==> config.mk <==
export PLATFORM = sky130hd
export DESIGN_NAME = instruction_decode_flat
export DESIGN_NICKNAME = d
export VERILOG_FILES = /design/src/rtl/instruction_decode_if.sv /design/src/rtl/instruction_decode.sv /design/src/flat_wrapper.sv
export SDC_FILE = /design/constraint.sdc
export NUM_CORES = 2
export LEC_CHECK = 0
export BUFFER_PORTS_ARGS = -buffer_cell sky130_fd_sc_hd__buf_2
export CORE_MARGIN = 10
export CORE_UTILIZATION = 30
export CTS_CLUSTER_DIAMETER = 40
export DETAILED_ROUTE_END_ITERATION = 16
export PLACE_DENSITY = 0.52
export RECOVER_POWER = 50
export SLEW_MARGIN = 5
export SYNTH_ARGS = -nofsm -noshare
export SYNTH_HDL_FRONTEND = slang
export SYNTH_SLANG_ARGS = --single-unit
==> constraint.sdc <==
create_clock -name clk -period 1.5 [get_ports clk]
set_input_delay 0 -clock clk [delete_from_list [all_inputs] [get_ports clk]]
set_output_delay 0 -clock clk [all_outputs]
set_load 0.02 [all_outputs]
==> src/rtl/instruction_decode_if.sv <==
// instruction_decode_if: bundles the IF/ID inputs, the write-back port, the
// fetch stall controls and the ID/EX pipeline register outputs of the decode
// stage. The master side is the surrounding pipeline; the slave side is the
// decode stage itself.
interface instruction_decode_if #(
    parameter int DATA_WIDTH = 32
);
    logic [31:0]           programCounter;
    logic [31:0]           instruction;
    logic                  wbRegWrite;
    logic [4:0]            wbWriteReg;
    logic [DATA_WIDTH-1:0] wbWriteData;
    logic                  pcWrite;
    logic                  ifIdWrite;
    logic [31:0]           programCounterOut;
    logic [DATA_WIDTH-1:0] readData1;
    logic [DATA_WIDTH-1:0] readData2;
    logic [31:0]           immediate;
    logic [4:0]            rs;
    logic [4:0]            rt;
    logic [4:0]            rd;
    logic                  regWrite;
    logic                  memRead;
    logic                  memWrite;
    logic                  memToReg;
    logic                  aluSrc;
    logic                  regDst;
    logic [1:0]            aluOp;

    modport master (
        output programCounter, instruction, wbRegWrite, wbWriteReg, wbWriteData,
        input  pcWrite, ifIdWrite, programCounterOut, readData1, readData2,
        input  immediate, rs, rt, rd, regWrite, memRead, memWrite, memToReg,
        input  aluSrc, regDst, aluOp
    );

    modport slave (
        input  programCounter, instruction, wbRegWrite, wbWriteReg, wbWriteData,
        output pcWrite, ifIdWrite, programCounterOut, readData1, readData2,
        output immediate, rs, rt, rd, regWrite, memRead, memWrite, memToReg,
        output aluSrc, regDst, aluOp
    );
endinterface

==> src/rtl/instruction_decode.sv <==
// instruction_decode: second pipeline stage. Holds the 32-entry register
// file (written on posedge by write-back), decodes the IF/ID instruction and
// captures everything into the ID/EX register on the negedge.
// Optional feature macro HAZARD_DETECT_EN: when defined, a load-use hazard
// against the instruction in ID/EX stalls fetch for one cycle and loads a
// bubble into the ID/EX control bits. When undefined, fetch never stalls.
module instruction_decode #(
    parameter int DATA_WIDTH = 32,
    parameter int REG_COUNT  = 32
) (
    input logic                 clk,
    input logic                 resetN,
    instruction_decode_if.slave bus
);
    localparam logic [5:0] OP_RTYPE = 6'h00;
    localparam logic [5:0] OP_LW    = 6'h23;
    localparam logic [5:0] OP_SW    = 6'h2B;
    localparam logic [5:0] OP_BEQ   = 6'h04;

    logic [DATA_WIDTH-1:0] reg_file [REG_COUNT];

    logic [5:0]            opcode;
    logic [4:0]            rs_addr;
    logic [4:0]            rt_addr;
    logic [4:0]            rd_addr;
    logic [DATA_WIDTH-1:0] rs_value;
    logic [DATA_WIDTH-1:0] rt_value;
    logic [31:0]           imm_ext;

    logic                  dec_reg_write;
    logic                  dec_mem_read;
    logic                  dec_mem_write;
    logic                  dec_mem_to_reg;
    logic                  dec_alu_src;
    logic                  dec_reg_dst;
    logic [1:0]            dec_alu_op;

    logic [31:0]           idex_pc;
    logic [DATA_WIDTH-1:0] idex_rd1;
    logic [DATA_WIDTH-1:0] idex_rd2;
    logic [31:0]           idex_imm;
    logic [4:0]            idex_rs;
    logic [4:0]            idex_rt;
    logic [4:0]            idex_rd;
    logic                  idex_reg_write;
    logic                  idex_mem_read;
    logic                  idex_mem_write;
    logic                  idex_mem_to_reg;
    logic                  idex_alu_src;
    logic                  idex_reg_dst;
    logic [1:0]            idex_alu_op;

    logic                  stall;

    assign opcode  = bus.instruction[31:26];
    assign rs_addr = bus.instruction[25:21];
    assign rt_addr = bus.instruction[20:16];
    assign rd_addr = bus.instruction[15:11];
    assign imm_ext = {{16{bus.instruction[15]}}, bus.instruction[15:0]};

    // Register file write on posedge, so it lands before the negedge capture.
    always_ff @(posedge clk or negedge resetN) begin
        if (!resetN) begin
            for (int i = 0; i < REG_COUNT; i++) begin
                reg_file[i] <= '0;
            end
        end else if (bus.wbRegWrite && bus.wbWriteReg != 5'd0) begin
            reg_file[bus.wbWriteReg] <= bus.wbWriteData;
        end
    end

    // Combinational register reads; register 0 is forced to zero.
    always_comb begin
        rs_value = (rs_addr == 5'd0) ? '0 : reg_file[rs_addr];
        rt_value = (rt_addr == 5'd0) ? '0 : reg_file[rt_addr];
    end

    // Opcode decode into the control bits; unknown opcodes become a nop.
    always_comb begin
        dec_reg_write  = 1'b0;
        dec_mem_read   = 1'b0;
        dec_mem_write  = 1'b0;
        dec_mem_to_reg = 1'b0;
        dec_alu_src    = 1'b0;
        dec_reg_dst    = 1'b0;
        dec_alu_op     = 2'b00;
        case (opcode)
            OP_RTYPE: begin
                dec_reg_dst   = 1'b1;
                dec_reg_write = 1'b1;
                dec_alu_op    = 2'b10;
            end
            OP_LW: begin
                dec_alu_src    = 1'b1;
                dec_mem_read   = 1'b1;
                dec_mem_to_reg = 1'b1;
                dec_reg_write  = 1'b1;
            end
            OP_SW: begin
                dec_alu_src   = 1'b1;
                dec_mem_write = 1'b1;
            end
            OP_BEQ: begin
                dec_alu_op = 2'b01;
            end
            default: begin
                dec_alu_op = 2'b00;
            end
        endcase
    end

`ifdef HAZARD_DETECT_EN
    // Load-use check against the load sitting in ID/EX; opcode is ignored on purpose.
    always_comb begin
        stall = idex_mem_read && (idex_rt != 5'd0) &&
                ((idex_rt == rs_addr) || (idex_rt == rt_addr));
    end
`else
    assign stall = 1'b0;
`endif

    assign bus.pcWrite   = !stall;
    assign bus.ifIdWrite = !stall;

    // ID/EX register on the same negedge as IF/ID; a stall zeroes only the control bits.
    always_ff @(negedge clk or negedge resetN) begin
        if (!resetN) begin
            idex_pc         <= '0;
            idex_rd1        <= '0;
            idex_rd2        <= '0;
            idex_imm        <= '0;
            idex_rs         <= '0;
            idex_rt         <= '0;
            idex_rd         <= '0;
            idex_reg_write  <= 1'b0;
            idex_mem_read   <= 1'b0;
            idex_mem_write  <= 1'b0;
            idex_mem_to_reg <= 1'b0;
            idex_alu_src    <= 1'b0;
            idex_reg_dst    <= 1'b0;
            idex_alu_op     <= 2'b00;
        end else begin
            idex_pc  <= bus.programCounter;
            idex_rd1 <= rs_value;
            idex_rd2 <= rt_value;
            idex_imm <= imm_ext;
            idex_rs  <= rs_addr;
            idex_rt  <= rt_addr;
            idex_rd  <= rd_addr;
            if (stall) begin
                idex_reg_write  <= 1'b0;
                idex_mem_read   <= 1'b0;
                idex_mem_write  <= 1'b0;
                idex_mem_to_reg <= 1'b0;
                idex_alu_src    <= 1'b0;
                idex_reg_dst    <= 1'b0;
                idex_alu_op     <= 2'b00;
            end else begin
                idex_reg_write  <= dec_reg_write;
                idex_mem_read   <= dec_mem_read;
                idex_mem_write  <= dec_mem_write;
                idex_mem_to_reg <= dec_mem_to_reg;
                idex_alu_src    <= dec_alu_src;
                idex_reg_dst    <= dec_reg_dst;
                idex_alu_op     <= dec_alu_op;
            end
        end
    end

    assign bus.programCounterOut = idex_pc;
    assign bus.readData1         = idex_rd1;
    assign bus.readData2         = idex_rd2;
    assign bus.immediate         = idex_imm;
    assign bus.rs                = idex_rs;
    assign bus.rt                = idex_rt;
    assign bus.rd                = idex_rd;
    assign bus.regWrite          = idex_reg_write;
    assign bus.memRead           = idex_mem_read;
    assign bus.memWrite          = idex_mem_write;
    assign bus.memToReg          = idex_mem_to_reg;
    assign bus.aluSrc            = idex_alu_src;
    assign bus.regDst            = idex_reg_dst;
    assign bus.aluOp             = idex_alu_op;
endmodule
==> src/flat_wrapper.sv <==
// flat-port wrapper written by rule: the top's interface ports become plain ports
module instruction_decode_flat 
#(
    parameter int DATA_WIDTH = 32,
    parameter int REG_COUNT  = 32
)
  (clk, resetN, bus_programCounter, bus_instruction, bus_wbRegWrite, bus_wbWriteReg, bus_wbWriteData, bus_pcWrite, bus_ifIdWrite, bus_programCounterOut, bus_readData1, bus_readData2, bus_immediate, bus_rs, bus_rt, bus_rd, bus_regWrite, bus_memRead, bus_memWrite, bus_memToReg, bus_aluSrc, bus_regDst, bus_aluOp);
  instruction_decode_if #(.DATA_WIDTH(DATA_WIDTH)) bus_i ();
  input logic clk;
  input logic resetN;
  input wire logic [$bits(bus_i.programCounter)-1:0] bus_programCounter;
  input wire logic [$bits(bus_i.instruction)-1:0] bus_instruction;
  input wire logic [$bits(bus_i.wbRegWrite)-1:0] bus_wbRegWrite;
  input wire logic [$bits(bus_i.wbWriteReg)-1:0] bus_wbWriteReg;
  input wire logic [$bits(bus_i.wbWriteData)-1:0] bus_wbWriteData;
  output wire logic [$bits(bus_i.pcWrite)-1:0] bus_pcWrite;
  output wire logic [$bits(bus_i.ifIdWrite)-1:0] bus_ifIdWrite;
  output wire logic [$bits(bus_i.programCounterOut)-1:0] bus_programCounterOut;
  output wire logic [$bits(bus_i.readData1)-1:0] bus_readData1;
  output wire logic [$bits(bus_i.readData2)-1:0] bus_readData2;
  output wire logic [$bits(bus_i.immediate)-1:0] bus_immediate;
  output wire logic [$bits(bus_i.rs)-1:0] bus_rs;
  output wire logic [$bits(bus_i.rt)-1:0] bus_rt;
  output wire logic [$bits(bus_i.rd)-1:0] bus_rd;
  output wire logic [$bits(bus_i.regWrite)-1:0] bus_regWrite;
  output wire logic [$bits(bus_i.memRead)-1:0] bus_memRead;
  output wire logic [$bits(bus_i.memWrite)-1:0] bus_memWrite;
  output wire logic [$bits(bus_i.memToReg)-1:0] bus_memToReg;
  output wire logic [$bits(bus_i.aluSrc)-1:0] bus_aluSrc;
  output wire logic [$bits(bus_i.regDst)-1:0] bus_regDst;
  output wire logic [$bits(bus_i.aluOp)-1:0] bus_aluOp;
  assign bus_i.programCounter = bus_programCounter;
  assign bus_i.instruction = bus_instruction;
  assign bus_i.wbRegWrite = bus_wbRegWrite;
  assign bus_i.wbWriteReg = bus_wbWriteReg;
  assign bus_i.wbWriteData = bus_wbWriteData;
  assign bus_pcWrite = bus_i.pcWrite;
  assign bus_ifIdWrite = bus_i.ifIdWrite;
  assign bus_programCounterOut = bus_i.programCounterOut;
  assign bus_readData1 = bus_i.readData1;
  assign bus_readData2 = bus_i.readData2;
  assign bus_immediate = bus_i.immediate;
  assign bus_rs = bus_i.rs;
  assign bus_rt = bus_i.rt;
  assign bus_rd = bus_i.rd;
  assign bus_regWrite = bus_i.regWrite;
  assign bus_memRead = bus_i.memRead;
  assign bus_memWrite = bus_i.memWrite;
  assign bus_memToReg = bus_i.memToReg;
  assign bus_aluSrc = bus_i.aluSrc;
  assign bus_regDst = bus_i.regDst;
  assign bus_aluOp = bus_i.aluOp;
  instruction_decode #(.DATA_WIDTH(DATA_WIDTH), .REG_COUNT(REG_COUNT)) u_core (.clk(clk), .resetN(resetN), .bus(bus_i));
endmodule
==> impl_metrics.yaml <==
cts:
  clockBufferDepth: 3
  cts-root-buf: "clkbuf_16"
  cts_htree_levels: 4
  path_clk_slew_ns: 0.04
  cts_tree: "built"
  cts.sinks: 1152
  clock_latency_ns: 0.85
  cts_made_buffers: 218
hold_path:
  min-delay-start: "bus_instruction[29]"
  min_path_type: "input pin to flop"
  whs_path_depth: 3
  hold_end: "u_core.bus.memWrite"
route:
  vias: 39370
  ant_nets: 0
  wl_per_cell_um: 29.21
  first_iter_violations: 2610
  first_pass_iters: 7
  drc_errors: 0
  detail_route.vias_per_cell: 5.403
  drt-total-wl_mm: 212.8
finish:
  layout_common_cells: "dfrtp_1, mux2_2, buf_4"
  nets: 4664
  drive_gt1_frac: 0.6272
  syn_to_final_growth_pct: 34.93
  final_common_cell: "dfrtp_1"
critical_path:
  crit_required_ns: 1.26
  rrSetupSlack_ns: -1.05
  worstSetupPathType: "input pin to flop"
  cp-end-kind: "flop"
  worstPathArrival_ns: 2.33
  timing.rr.end: "u_core.bus.readData2[21]"
  path_max_fanout: 18
  r2r-start: "u_core.reg_file[789]"
  startpoint_type: "input pin"
  worstRegToRegCells: 5
yosys:
  synth-seq-area-share: 0.4978
  synth_cell_types: 38
  synth_cells: 3784
  syn-cell-area_um2: 57910
  ys_async_sr_fraction: 1.000
  synth-main-ff-cell: "dfrtp_1"
  synth-seq-cells: 1152
  synth_edf_count: 0
  ys_warn_count: 0
  avgSynthCellArea_um2: 15.31
global_route:
  grt_pass1_vias: 42630
  grt_max_degree: 110
  antenna_found_initial: 7
  grt_pass1_wl_mm: 308.9
  overflow: 0
  grtUsageTotal: 0.1988
place:
  place_ws_ns: -1.500
  port_buffers: 254
  routabilityCongestion: 0.8060
  dp_hpwl_mm: 135.8
pwr:
  power_leakage_nw: 34.06
  vdd_drop_max_mv: 1.034
  power-per-cell-area_nw_per_um2: 1443
run_status:
  violations: "setup timing"
  status: "finished with violations"
floorplan:
  die_y_um: 459.4
  dieArea_um2: 211000
  core_um2: 192200
  die_x_um: 459.4
  io_pins: 257
  rows: 161
  start_util: 0.3014
timing:
  hold_violations: 0
  finalSetupViolations: 781
  rsz0062_at_grt: "true"
  fin_skew_ns: 0.1405
  fin_ws_ns: -1.073
  tightest_slew_ns: 1.374
  relSlewSlack: 0.08226
  maxSlewViolCount: 0
  timing.hold.ws_ns: 0.2097
run:
  drv_cap: 0
==> worst max-delay path, stage by stage <==
cell      delay (ns)
clkbuf_2        0.76
buf_12          0.29
buf_4           0.17
mux4_2          0.48
mux2_4          0.31
o21ai_4         0.18
a311oi_4        0.07
==> per-layer routing <==
metal / share of wire / vias to the layer above / GRT usage / wire length (um)
met5: 0.000070 / - / 0 / 15
met4: 0.042 / 4 / 0.08254 / 8990
met3: 0.056 / 436 / 0.04081 / 11910
met2: 0.49 / 1321 / 0.3308 / 103600
met1: 0.41 / 21370 / 0.2515 / 88300
li1: - / 16240 / - / -
==> power by group <==
part / total (mW) / switching, mW / internal (mW)
Sequential: 40.9 / 4.16 / 36.8
Combinational: 20.3 / 7.96 / 12.4
Clock: 51.5 / 18.3 / 33.2
==> synth_stat cells, drive strengths merged (45+ instances only) <==
cell / number / share of area
mux2: 1056 / 0.21
dfrtp: 1024 / 0.44
mux4: 448 / 0.17
buf: 239 / 0.024
clkbuf: 220 / 0.014
dfrtn: 128 / 0.055
mux2i: 128 / 0.022
o21ai: 112 / 0.0097
nor2b: 72 / 0.0078
a211oi: 64 / 0.0083
a22oi: 64 / 0.0083
a311oi: 64 / 0.0097
a221oi: 48 / 0.0073
nand2: 45 / 0.0029
==> sequential cells by signal, summed over array words and instances (netlist names) <==
name / flops
u_core.reg_file: 1024
u_core.bus.programCounterOut: 32
u_core.bus.readData1: 32
u_core.bus.readData2: 32
u_core.bus.immediate: 16
u_core.bus.rs: 5
u_core.bus.rt: 5
u_core.bus.aluOp: 2
u_core.bus.aluSrc: 1
u_core.bus.memRead: 1
u_core.bus.memWrite: 1
u_core.bus.regWrite: 1
==> stage by stage <==
step	setup TNS [ns]	utilization	instance area [um2]	power, mW	instances
after global routing	-358.35	0.4066	78140	117.3	7284
final	-265.08	0.4066	78140	112.8	7286
after detailed placement	-135.37	0.3512	67500	60.02	6747
after floorplan	-52.05	-	58230	52.42	3785
after global placement	-131.93	0.3512	67500	59.52	6747
after CTS	-157.03	0.4063	78090	113.5	7269
==> final cells by class <==
cell class | instances | area [um2]
Antenna cell | 4 | 10.01
Clock buffer | 272 | 5989
Clock inverter | 144 | 1856
Fill cell | 17680 | 114000
Inverter | 3 | 16.27
Multi-Input combinational cell | 2171 | 28080
Sequential cell | 1152 | 28830
Tap cell | 2526 | 3161
Timing Repair Buffer | 1014 | 10200
==> worst max-delay path by stage <==
stage               depth (start not counted)                        to            startpoint
CTS                                         5  u_core.bus.readData1[12]  u_core.reg_file[716]
global route                                7   u_core.bus.readData2[8]   bus_instruction[17]
detailed placement                          7   u_core.bus.readData2[8]   bus_instruction[16]
floorplan                                   7  u_core.bus.readData1[19]   bus_instruction[25]
finish                                      7   u_core.bus.readData2[8]   bus_instruction[17]
global placement                            6  u_core.bus.readData1[27]   bus_instruction[21]
==> timing repair <==
item | CTS | global route
setup buffers | 17 | 11
pin swaps | 34 | 17
gates resized for setup | 474 | 68
setup endpoints to repair | 215 | 246
hold buffers | 101 | 3
hold endpoints to repair | 2096 | 20
gates cloned | 0 | 0
==> cells by family after synthesis <==
| logic type | synth area share |
|---|---|
| DFF | 0.4978 |
| other | 0.00006475 |
| muxes | 0.4017 |
| and+or+nand+nor | 0.01597 |
| AOI/OAI and AO/OA | 0.04563 |
| buffers and inverters | 0.03891 |
(Power assumes the default switching activity.)
